<file path="src/rtl/csr_trap_seq.sv">
// csr_trap_seq: multi-cycle ecall/mret sequencer driving the M-mode CSR write port and a fetch redirect
//   clk, rst (async, active-low)
//   trap_valid/trap_ready/trap_kind/trap_pc : one request per handshake (kind 00 ecall, 01 mret, 1x illegal)
//   csr_we/csr_waddr/csr_wdata              : CSR write port (0 mstatus, 1 mtvec, 2 mepc, 3 mcause)
//   csr_raddr/csr_rdata                     : combinational CSR read port
//   redir_valid/redir_pc/redir_ready        : PC redirect to fetch
//   trap_err                                : one-cycle pulse for an illegal kind
//   trap_cnt                                : completed redirects, wrapping
module csr_trap_seq #(
    parameter logic [31:0] ECALL_CAUSE = 32'hb
) (
    input  logic        clk,
    input  logic        rst,
    input  logic        trap_valid,
    output logic        trap_ready,
    input  logic [1:0]  trap_kind,
    input  logic [31:0] trap_pc,
    output logic        csr_we,
    output logic [1:0]  csr_waddr,
    output logic [31:0] csr_wdata,
    output logic [1:0]  csr_raddr,
    input  logic [31:0] csr_rdata,
    output logic        redir_valid,
    output logic [31:0] redir_pc,
    input  logic        redir_ready,
    output logic        trap_err,
    output logic [31:0] trap_cnt
);
    typedef enum logic [2:0] {S_IDLE, S_W_EPC, S_W_CAUSE, S_W_STAT_E, S_W_STAT_R, S_REDIR, S_ERR} state_t;
    state_t      r_state, w_next;
    logic [31:0] r_pc, r_cnt;
    logic        r_mret;
    logic [31:0] w_stat_e, w_stat_r;
    // ecall: MPIE <- MIE, MIE <- 0, MPP <- M
    assign w_stat_e = {csr_rdata[31:13], 2'b11, csr_rdata[10:8], csr_rdata[3], csr_rdata[6:4], 1'b0, csr_rdata[2:0]};
    // mret: MIE <- MPIE, MPIE <- 1, MPP stays M (only M-mode exists)
    assign w_stat_r = {csr_rdata[31:13], 2'b11, csr_rdata[10:8], 1'b1, csr_rdata[6:4], csr_rdata[7], csr_rdata[2:0]};
    assign trap_cnt = r_cnt;
    always_comb begin
        w_next      = r_state;
        trap_ready  = 1'b0;
        csr_we      = 1'b0;
        csr_waddr   = 2'd0;
        csr_wdata   = 32'd0;
        csr_raddr   = 2'd0;
        redir_valid = 1'b0;
        redir_pc    = 32'd0;
        trap_err    = 1'b0;
        unique case (r_state)
            S_IDLE: begin
                // gated by rst so every output reads 0 while reset is held
                trap_ready = rst;
                if (trap_valid)
                    w_next = trap_kind[1] ? S_ERR : (trap_kind[0] ? S_W_STAT_R : S_W_EPC);
            end
            S_W_EPC: begin
                csr_we    = 1'b1;
                csr_waddr = 2'd2;
                csr_wdata = r_pc;
                w_next    = S_W_CAUSE;
            end
            S_W_CAUSE: begin
                csr_we    = 1'b1;
                csr_waddr = 2'd3;
                csr_wdata = ECALL_CAUSE;
                w_next    = S_W_STAT_E;
            end
            S_W_STAT_E: begin
                csr_we    = 1'b1;
                csr_wdata = w_stat_e;
                w_next    = S_REDIR;
            end
            S_W_STAT_R: begin
                csr_we    = 1'b1;
                csr_wdata = w_stat_r;
                w_next    = S_REDIR;
            end
            S_REDIR: begin
                csr_raddr   = r_mret ? 2'd2 : 2'd1;
                redir_valid = 1'b1;
                redir_pc    = r_mret ? csr_rdata : {csr_rdata[31:2], 2'b00};
                if (redir_ready)
                    w_next = S_IDLE;
            end
            S_ERR: begin
                trap_err = 1'b1;
                w_next   = S_IDLE;
            end
            default: w_next = S_IDLE;
        endcase
    end
    always_ff @(posedge clk or negedge rst) begin
        if (!rst) begin
            r_state <= S_IDLE;
            r_pc    <= 32'd0;
            r_mret  <= 1'b0;
            r_cnt   <= 32'd0;
        end else begin
            r_state <= w_next;
            if (trap_ready && trap_valid) begin
                r_pc   <= trap_pc;
                r_mret <= (trap_kind == 2'b01);
            end
            if (r_state == S_REDIR && redir_ready)
                r_cnt <= r_cnt + 32'd1;
        end
    end
endmodule
</file>
<file path="config.mk">
export PLATFORM = sky130hd
export DESIGN_NAME = csr_trap_seq
export DESIGN_NICKNAME = d
export VERILOG_FILES = /design/src/rtl/csr_trap_seq.sv
export SDC_FILE = /design/constraint.sdc
export NUM_CORES = 1
export LEC_CHECK = 0
export BUFFER_PORTS_ARGS = -buffer_cell sky130_fd_sc_hd__buf_2
export CAP_MARGIN = 20
export CORE_MARGIN = 2
export CORE_UTILIZATION = 41
export DETAILED_ROUTE_END_ITERATION = 10
export PLACE_DENSITY = 0.8
export SYNTH_ARGS = -nofsm -noshare
export SYNTH_HDL_FRONTEND = slang
export SYNTH_SLANG_ARGS = --single-unit
</file>
<file path="constraint.sdc">
create_clock -name clk -period 4.8 [get_ports clk]
set_input_delay 0.48 -clock clk [delete_from_list [all_inputs] [get_ports clk]]
set_output_delay 0.48 -clock clk [all_outputs]
set_load 0.1 [all_outputs]
</file>
== After elaboration in Yosys (flattened, before gate mapping) ==
Cells that the tools add are included.

* Register bits after elaboration: 68
* Input port bits: 70
* Output and inout bits: 104
* Word-level logic and storage cells: 35

* Add/subtract/negate cells: 1
* Equal/unequal tests: 9
* Mux-type cells: 15
* Reductions and logical operators: 6

{| class="wikitable"
|+ Operator list
! cell !! number
|-
| one-hot mux 32 bit (4 select lines) || 1
|-
| adder 32 x 1 -> 32 bit (second input constant) || 1
|-
| two-way mux 32 bit || 1
|-
| one-hot mux 3 bit (5 select lines) || 1
|-
| two-way mux 3 bit || 4
|-
| == test 3 bit (second input constant) || 3
|-
| == test 3 x 2 -> 1 bit (second input constant) || 2
|-
| two-way mux 2 bit || 3
|-
| two-way mux 1 bit || 4
|-
| != test 2 bit (second input constant) || 2
|-
| one-hot mux 2 bit (2 select lines) || 1
|-
| OR reduction 4 bit || 1
|-
| == test 3 x 1 -> 1 bit (second input constant) || 1
|-
| logical NOT 3 bit || 1
|-
| == test 2 x 1 -> 1 bit (second input constant) || 1
|-
| logical AND 1 bit || 2
|-
| AND reduction 2 bit || 1
|-
| OR reduction 2 bit || 1
|}

== Logic depth before layout (Yosys ltp) ==
* Word-level depth: 4
* Depth in mapped cells: 7
* Mapped depth without buffers: 5

== Worst setup path after synthesis ==
No wires, ideal clock.

* Kind: reg2reg
* From: register r_state[0]
* To: register r_pc[10]
* Setup time: 0.125 ns
* Arrival: 5.072 ns
* Data required time: 4.675 ns
* Setup slack: -0.396 ns
* Stages on the path, launching flop included: 5
* Buffers on the path: 1
* Period minus slack after synthesis: 5.196 ns
* Cell sequence: dfrtp_1 -> nor4b_1 -> nand2_1 -> clkbuf_1 -> mux2_2

* Word-level cells in the longest chain between the ends: 3

{| class="wikitable"
|+ RTL lines
! item !! RTL line !! source
|-
| from (decl) || 30 || <nowiki>state_t r_state, w_next;</nowiki>
|-
| from (signal assigned) || 99 || <nowiki>r_state <= w_next;</nowiki>
|-
| logical NOT 3 bit || 49 || <nowiki>unique case (r_state)</nowiki>
|-
| two-way mux 1 bit || 49 ||
|-
| named net trap_ready || 15 || <nowiki>output logic trap_ready,</nowiki>
|-
| logical AND 1 bit || 100 || <nowiki>if (trap_ready && trap_valid) begin</nowiki>
|-
| to (signal assigned) || 101 || <nowiki>r_pc <= trap_pc;</nowiki>
|-
| to (decl) || 31 || <nowiki>logic [31:0] r_pc, r_cnt;</nowiki>
|}

The timed path passes the listed nets, and every way through them passes these cells.
A chain may end at the register's enable or synchronous reset.

== Worst setup path in the final report ==
* From: register r_state[2]
* To: output port csr_wdata[21]

* Word-level cells in the longest chain between the ends: 2
* Elaborated cells between the ends (all ways): 5
* Those cells by class: eq/ne (4); mux (1)

{| class="wikitable"
|+ RTL lines
! item !! RTL line !! source
|-
| == test 3 bit (tied with other cells) || 49 ||
|-
| one-hot mux 32 bit (4 select lines) * || 49 ||
|-
| to (decl) || 20 || <nowiki>output logic [31:0] csr_wdata,</nowiki>
|}

Every way passes the cells marked *; elsewhere a longest branch is shown, timed or not.

==> reports/metrics.yaml <==
worst_hold_path:
  holdCritPathClass: "in2async"
synthesis:
  synth_area_leaders: "dfrtp_1, mux2_2, a22o_1, and3_1, xor2_1"
  synth_ff_type: "dfrtp_1"
  syn_area_mm2: 0.00354
  synth.distinct_cells: 40
  syn-instance-count: 323
  yosysTopAreaCell: "dfrtp_1"
  synth.top_cells.by_count: "dfrtp_1, and3_1, mux2_2"
  syn_nets: 394
  ys_ff_latch: 68
  synth_top_family_by_area: "simple AND/OR/NAND/NOR gates"
  synth_xor_xnor_area_share: 0.0767
  yosysWarningCount: 0
  synth.avg_cell_area_um2: 11.0
  synth.most_common_cell: "dfrtp_1"
  synth_seq_area_share: 0.481
  synth_edf_count: 0
  synth_compound_area_frac: 0.100
  synthSimpleGateAreaFrac: 0.200
  ys_async_sr_fraction: 1.00
  synthAdderAreaFrac: 0.00353
  synth_top_area_frac: 0.481
  synthMuxAreaShare: 0.108
clocking:
  cts_hold_buf: 0
  cts_tree: "yes"
  clock-sinks: 68
  numCtsBuffers: 9
  cts_resized: 0
  cts_setup_buffers: 0
  clk_root_buffer_cell: "clkbuf_8"
  clk_latency_ns: 0.33
  h-tree-depth: 3
  clock_path_buffers: 2
  clk_pin_slew_ns: 0.07
setup_path:
  cp_cell_sequence: "nor2b_1 -> nand2_1 -> o21ai_2 -> buf_8 -> a22o_1 -> buf_2"
  cpLargestDelayFamily: "flip-flops"
  crit_type: "reg2out"
  end_kind: "primary output"
  critPathBufInv: 2
  worstPathArrival_ns: 2.59
  path_max_fanout: 33
  r2r_cells: 5
  r2r_end: "trap_cnt[26]"
  slowest_stage: "dfrtp_1"
  worstReg2RegStart: "r_state[2]"
  critical-path-max-stage-delay_ns: 0.69
  ff2ff_setup_slack_ns: 2.11
  startpoint_type: "flop"
  cp.required_ns: 4.32
timing:
  finalHoldViolCount: 0
  timing.final.crit_share: 0.640
  setup-violations-final: 0
  max_freq_mhz: 325
  worst_clock_skew_ns: 0.0130
  tightest_slew_ns: 0.850
  grt_setup_unrepaired: "no"
  slew_headroom: 0.433
  setup-tns-final_ns: 0
  final_max_slew_viol_count: 0
  worst_hold_slack_ns: 0.363
  fin_crit_ns: 3.07
final_layout:
  final_nets: 563
  drive_gt1_frac: 0.483
  layoutNonFillerInstCount: 602
  n_antenna_cell: 0
  areaGrowthSynthToFinish_pct: 34.4
  final_area_mm2: 0.00476
global_route:
  grt-ovfl-total: 0
  grt_max_degree: 69
  first_global_vias: 3223
  grt_use_total: 0.200
  grt_pass1_wl_mm: 15.4
  antenna_found_initial: 0
die:
  rows: 33
  pin_count: 174
  die_h_um: 96.9
  core-area_mm2: 0.00830
  initial_utilization: 0.427
  fp.dieW_um: 96.9
  die_area_mm2: 0.00939
detailed_routing:
  viasPerCell: 5.30
  drtIter0Drc: 128
  num_vias: 3193
  route.met2.wl_mm: 4.90
  drc: 0
  wl_mm: 9.55
  met1_length_mm: 3.92
  top_layer_used: "met4"
  wl_met3_um: 644
  wire_per_inst_um: 15.9
  drtPass1Iterations: 4
  ant_nets: 0
place:
  numPortBuffers: 173
  placed_cells: 584
  place.gp.congestion: 0.789
  postPlaceCellArea_mm2: 0.00449
  dp_hpwl_mm: 7.01
run_status:
  status: "finished, final reports clean"
flow_run:
  drv_cap: 0
layer usage:
layer	track usage	vias to the layer above
li1	-	1507
met2	0.346	126
met4	0.0596	0
met3	0.0513	11
met1	0.244	1549
met5	0	-
stage by stage:
step	worst slack, ns	util
after floorplan	0.0924	-
after global placement	1.69	0.541
final	1.73	0.573
after detailed placement	1.65	0.541
after CTS	1.28	0.570
after global routing	1.47	0.573
flip-flops by register name, summed over array words and instances (netlist names):
register / count
r_pc: 32
r_mret: 1
r_state: 3
trap_cnt: 32
placed cells by master (no fill, tap or decap), types with 8 or more instances in the layout:
master	n
xor2_1	16
nand4_1	8
nor3_1	8
dfrtp_1	68
mux2_2	33
clkbuf_8	12
a22o_1	26
buf_2	173
nor2_1	10
nand2_1	15
nand3_1	9
xnor2_1	15
and3_1	36
logic make-up after synthesis:
logic type,after synthesis
buf+inv,26
simple gates,117
compound gates,46
flops,68
mux,34
fa+ha+maj,1
xor+xnor,31
final cells by class:
class                   instances  area [um2]
fillers                       708        3540
multi-input cells             229        1740
flip-flops and latches         68        1700
repair buffers                179         926
clock buffers                  13         169
well taps                     105         131
clock inverters                 3        67.6
inverters                       5        18.8
worst max path at each step:
stage                           from  slack (ns)  depth (start not counted)            end
after floorplan           r_state[1]        0.09                          4         csr_we
after global placement    r_state[0]        1.69                          5         csr_we
after detailed placement  r_state[2]        1.65                          4  csr_wdata[27]
after CTS                 r_state[0]        1.28                          5         csr_we
after global routing      r_state[2]        1.47                          6   csr_wdata[9]
final                     r_state[2]        1.73                          6  csr_wdata[21]
Power is not shown: default switching activity piles up to over one toggle a cycle in this logic, so the estimate is an artifact.
